--- src/rtl/fetch_unit.sv ---
// fetch_unit: instruction fetch/sequencer FSM.
//   clk, rst       : single clock, synchronous active-high reset
//   start          : begin execution at address 0 (honoured in IDLE / HALT)
//   mem_addr/mem_rd: instruction memory read port, data returns one cycle later
//   mem_data       : instruction word from memory
//   instr, pc      : current instruction and program counter to the branch stage
//   pc_new, runo   : branch-stage target and status (runo=0 -> target resolved)
//   exec_done      : datapath finished a non-branch instruction
//   run, halted    : executing / stopped on HALT_WORD
//   retired        : saturating count of completed instructions
module fetch_unit #(
  parameter logic [15:0] HALT_WORD = 16'hFFFF
) (
  input  logic        clk,
  input  logic        rst,
  input  logic        start,
  output logic [7:0]  mem_addr,
  output logic        mem_rd,
  input  logic [15:0] mem_data,
  output logic [15:0] instr,
  output logic [7:0]  pc,
  input  logic [7:0]  pc_new,
  input  logic        runo,
  input  logic        exec_done,
  output logic        run,
  output logic        halted,
  output logic [15:0] retired
);

  typedef enum logic [2:0] {IDLE, FETCH, LOAD, EXEC, HALT} state_t;

  state_t      state, state_nxt;
  logic [7:0]  addr_q;     // last address put on the memory bus
  logic        restart;    // start accepted from IDLE/HALT
  logic        retire;     // current instruction completes this cycle
  logic        is_branch;

  assign is_branch = (instr[1:0] == 2'b10);

  always_comb begin
    state_nxt = state;
    mem_rd    = 1'b0;
    run       = 1'b0;
    halted    = 1'b0;
    restart   = 1'b0;
    retire    = 1'b0;
    // address is live while strobing, otherwise it holds the last fetch
    mem_addr  = (state == FETCH) ? pc : addr_q;
    case (state)
      IDLE: begin
        if (start) begin
          restart   = 1'b1;
          state_nxt = FETCH;
        end
      end
      FETCH: begin
        mem_rd    = 1'b1;
        state_nxt = LOAD;
      end
      LOAD: begin
        // halt word wins over any format decode of the same word
        state_nxt = (mem_data == HALT_WORD) ? HALT : EXEC;
      end
      EXEC: begin
        run = 1'b1;
        // branches complete on runo=0 only; exec_done is irrelevant for them
        if (is_branch ? !runo : exec_done) begin
          retire    = 1'b1;
          state_nxt = FETCH;
        end
      end
      HALT: begin
        halted = 1'b1;
        if (start) begin
          restart   = 1'b1;
          state_nxt = FETCH;
        end
      end
      default: state_nxt = IDLE;
    endcase
  end

  always_ff @(posedge clk) begin
    if (rst) begin
      state   <= IDLE;
      pc      <= 8'h00;
      instr   <= 16'h0000;
      addr_q  <= 8'h00;
      retired <= 16'h0000;
    end else begin
      state <= state_nxt;
      if (restart) begin
        pc      <= 8'h00;
        retired <= 16'h0000;
      end
      if (state == FETCH) addr_q <= pc;
      if (state == LOAD)  instr  <= mem_data;
      if (retire) begin
        pc      <= is_branch ? pc_new : pc + 8'd1;
        retired <= (retired == 16'hFFFF) ? retired : retired + 16'd1;
      end
    end
  end

endmodule

--- config.mk ---
export PLATFORM = sky130hd
export DESIGN_NAME = fetch_unit
export DESIGN_NICKNAME = d
export VERILOG_FILES = /design/src/rtl/fetch_unit.sv
export SDC_FILE = /design/constraint.sdc
export NUM_CORES = 1
export LEC_CHECK = 0
export BUFFER_PORTS_ARGS = -buffer_cell sky130_fd_sc_hd__buf_4
export CAP_MARGIN = 0
export CORE_MARGIN = 8
export CORE_UTILIZATION = 43
export CTS_BUF_LIST = sky130_fd_sc_hd__clkbuf_4
export DETAILED_ROUTE_END_ITERATION = 7
export PLACE_DENSITY_LB_ADDON = 0.1
export SLEW_MARGIN = 20
export SYNTH_ARGS = -nofsm -noshare
export SYNTH_HDL_FRONTEND = slang
export SYNTH_SLANG_ARGS = --single-unit
--- constraint.sdc ---
create_clock -name clk -period 3.5 [get_ports clk]
set_input_delay 0.175 -clock clk [delete_from_list [all_inputs] [get_ports clk]]
set_output_delay 0.175 -clock clk [all_outputs]
set_load 0.01 [all_outputs]
==> results.md <==
- The flow ran to the end, and the final reports show no timing, DRC or antenna violations.
- In this run, post-CTS repair resized a total of 0 instances.
- The post-synthesis compound-gate area fraction is 20.3%.
- For this run, global-route usage on met2 was measured as 24.5%.
- In this run, synthesis produced a sequential element count of 51.
- Clock skew on the completed layout was measured at 11.0 ps.
- During placement, the flow inserted port buffers numbering 79.
- In this run the cell area of the synthesized design comes to 2480 sq um.
- The path with the worst hold slack has its endpoint at instr[12].
- The tree is rooted in a sky130_fd_sc_hd__clkbuf_4.
- Counting tap cells, the placed design contains a total of 441 instances.
- The critical path data arrival time is 2820 ps.
- In this design, the largest share of critical-path delay is due to simple AND/OR/NAND/NOR gates.
- The highest-utilization routing layer at the global route stage is met2.
- For the pin with the worst max-slew slack, the measured transition is 750 ps.
- The signal on the critical path passes through nor2b_1, o211a_1, mux2i_1, or4_1, a21oi_1.
- The worst min-delay path startpoint is mem_data[12].
- Counting the buffers created by CTS gives 5.
- Counting the fill cells in the layout gives 546.
- The Yosys step of the flow raised 0 warnings.
- The number of antenna violations at the first check in global routing is 0.
- The hold buffer count at cts is 0.
- At the later pin of the worst-skew pair, clock insertion delay measures 370 ps.
- The first routing iteration left 142 violations.
- In this run, synthesis inferred 0 flip-flops with an integrated enable.
- Along the worst hold path, the cell count comes to 3.
- The netlist uses 47 different library cells.
- The number of detailed-routing iterations run before antenna repair is 4.
- For this run, design rule violations remaining after detail routing come to 0.
- Power spread over the standard cell area amounts to 331 nW/um^2.
- For this run the aggregate overflow at the end of global routing stands at 0.
- The maximum single-stage delay on the critical path is 580 ps.
- The first global-routing pass estimated 11,400 um of wire.
- The commonest register cell after synthesis is sky130_fd_sc_hd__dfxtp_1.
- The average vias per placed instance is 5.49.
- The final critical path time including I/O delays and setup is 2520 ps.
- The slack of the worst reg-to-reg path is 980 ps.
- Across the whole layout, storage elements account for 1020 sq um.
- The startpoint of the worst-slack reg-to-reg timing path is instr[1].
- The synthesized netlist devotes 0.353% of its cell area to XOR and XNOR gates.
- In this run the remaining antenna-violating nets after routing total 0.
- The count of placed standard cells in the final layout, fillers left out is 449.
- The worst-case headroom to the max-slew limit is 49.8%.
- STA classifies the critical path startpoint as a flip-flop.
- The library cell used most frequently in the layout, excluding fill and tap cells, is sky130_fd_sc_hd__buf_4.
- STA puts the critical path data required time at 3800 ps.
- For this block, the via count after detailed routing is 2,463.
- The count of buffer and inverter cells on the critical path is 0.
- The number of I/O pins is 80.
- The die covers 8450 sq um.
- In this run the critical register-to-register path is captured at retired[15].
- The type of the setup path with the least slack is reg -> reg.
- The layout-stage area growth over the synthesis result is 26.9%.
- When the netlist entered floorplanning its net count stood at 339.
- The aggregate global-route resource usage is 16.0%.
- After clock tree synthesis, the clock-pin slew on the worst setup and hold paths is 150 ps.
- The adder and majority cell fraction of the synthesized area is 1.01%.
- The maximum number of pins on one net before global-route repair is 48.
- The core region is 5540 sq um.
- The multi-input combinational cells in the finished layout cover a total of 1360 sq um.
- The number of levels the H-tree was split into is 2.
- The end-of-flow core utilization is 56.8%.
- The total of max-cap violations is 0.
- The smallest hold slack is 42.0 ps.
- After detailed routing, the total wire length is 6690 um.
- The clock tree from TritonCTS is done.
- The post-route netlist has 26.8% of its cells at a drive strength greater than 1.
- The number of pins exceeding their max-slew limit in the final report is 0.
- The final critical-path share of the clock period is 72.0%.
- The leakage dissipation is 1.23 nW.
- The number of global-route vias before repair is 2,302.
- Leaving out fill and tap cells, the most frequent cells in the layout are 81 x sky130_fd_sc_hd__buf_4, 54 x sky130_fd_sc_hd__nand2_1, 51 x sky130_fd_sc_hd__dfxtp_1.
- The number of clock sinks is 51.
- The total setup buffers inserted after CTS is 0.
- Routability-driven placement finished with a final weighted congestion of 0.831.
- The number of failing hold endpoints at the final stage is 0.
- The net count of the finished layout is 407.
- The mean post-synth cell area is 8.05 sq um.
- The HPWL after detailed placement is 4920 um.
- The path class of the tightest hold or removal check is in -> reg.
- Setup violations remaining at the end of the flow were counted as 0.
- Setup repair after global routing left no endpoint under its margin.
- The highest net fanout along the worst path is 17.
- After synthesis, the share of cell area in mux cells is 5.25%.
- The detail-routed net length per standard cell is 14.9 um.
- The number of antenna diodes in the final layout is 0.
- Of the total synthesized cell area, the portion taken by AND, OR, NAND and NOR gates is 28.0%.
- Row generation in the floorplan step produced 27 rows.
- In this run the vertical extent of the chip is 91.9 um.
- The overall power after layout is 1.04 mW.
- The fraction of synthesis flops using an asynchronous set or reset pin is 0%.
- The number of buffers on the longest clock path is 2.
- Timing would allow up to 397 MHz.
- The met1 routing resource usage after global routing is 20.5%.
- The x dimension of the die is 91.9 um.
- Global routing consumed, on the met3 layer, 6.44% of the routing resources.
- The element type at the critical path end is a flip-flop.
- IR analysis of the VDD net gives a maximum drop of 0.000218 V.
- For this configuration, the core starts out at a cell density of 44.8%.
- Measured in cells, the most critical reg-to-reg path has a length of 5.
- Synthesis produced a netlist whose cell count is 308.
- The combinational family with the most area after synthesis is simple AND/OR/NAND/NOR gates.
- For this design, the slowest cell found on the critical path is sky130_fd_sc_hd__o211a_1.
- The final total negative setup slack is 0 ps.
- The sequential element share of the synthesized area is 41.2%.
-- worst min-delay path: cells and delay by family --
kind	cells	cell delay, ps
and+or+nand+nor	1	50
AOI/OAI and AO/OA	1	50
buffers and inverters	1	110
-- synthesized netlist by cell type (all sizes together) (2+ instances only) --
| library cell | instances | share of area [%] |
|---|---|---|
| nand3b | 3 | 0.91 |
| and3 | 3 | 0.76 |
| ha | 2 | 1.0 |
| buf | 7 | 1.5 |
| nand2 | 54 | 8.2 |
| dfxtp | 51 | 41 |
| and4 | 3 | 1.1 |
| mux2i | 4 | 1.6 |
| o21bai | 2 | 0.61 |
| clkbuf | 13 | 2.0 |
| a311oi | 3 | 1.1 |
| o22ai | 2 | 0.50 |
| o211ai | 5 | 1.5 |
| a211oi | 2 | 0.61 |
| a41oi | 2 | 0.71 |
| nand4 | 12 | 3.0 |
| nand4b | 2 | 0.71 |
| and2 | 3 | 0.76 |
| nor3 | 4 | 0.81 |
| or3 | 3 | 0.76 |
| nor2 | 20 | 3.0 |
| o21ai | 11 | 2.2 |
| nor2b | 10 | 2.5 |
| a21o | 2 | 0.61 |
| a21oi | 37 | 7.5 |
| or4 | 5 | 1.5 |
| nor3b | 3 | 1.1 |
| nand2b | 3 | 0.76 |
| inv | 3 | 0.45 |
| nand3 | 5 | 1.0 |
| mux2 | 8 | 3.6 |
| or2 | 3 | 0.76 |
| a31oi | 6 | 1.5 |
| o31ai | 2 | 0.61 |
-- report_power, final --
group,leakage (nW),switching (mW),internal [mW]
logic,0.796,0.0955,0.0722
registers,0.412,0.0142,0.597
clock network,0.0263,0.189,0.0742
total,1.23,0.299,0.743
-- sequential cells by signal, summed over array words and instances, names as in the netlist --
| name | cells |
|---|---|
| instr | 16 |
| retired | 16 |
| addr_q | 8 |
| pc | 8 |
| state | 3 |
-- worst max-delay path by stage --
stage / from / endpoint / slack [ps] / cells past startpoint
2_1_floorplan: state[0] / retired[15] / 1660 / 8
3_3_place_gp: instr[1] / retired[15] / 1080 / 5
3_5_place_dp: instr[1] / retired[15] / 1010 / 5
4_1_cts: instr[1] / retired[15] / 960 / 5
5_1_grt: instr[1] / retired[15] / 640 / 5
6_report: instr[1] / retired[15] / 980 / 5
-- routing by layer --
layer  part of all wire, %  wire, um
met1                    45      2980
met2                    46      3100
met3                   8.4       563
met4                  0.66        44
met5                     0         0
-- final cells by class --
cell class,count,share of cell area [%]
multi-input cells,234,43.3
flip-flops and latches,51,32.4
repair buffers,81,19.3
well taps,72,2.86
clock buffers,5,1.19
clock inverters,3,0.477
inverters,3,0.358
-- metrics by stage --
| stage | cell area, sq um | setup slack (ps) |
|---|---|---|
| final | 3150 | 979 |
| after global routing | 3150 | 645 |
| after CTS | 3140 | 957 |
| after detailed placement | 3090 | 1010 |
| after global placement | 3090 | 1080 |
| after floorplan | 2480 | 1660 |
-- logic make-up (layout without fill, tap and decap cells) --
family,after synthesis,count (layout)
xor gates and xnor gates,1,1
muxes,12,12
and+or+nand+nor,137,137
AOI/OAI and AO/OA,82,82
adders and majority gates,2,2
DFF,51,51
buffers and inverters,23,92
No activity file was read; power rests on OpenSTA's default activity.
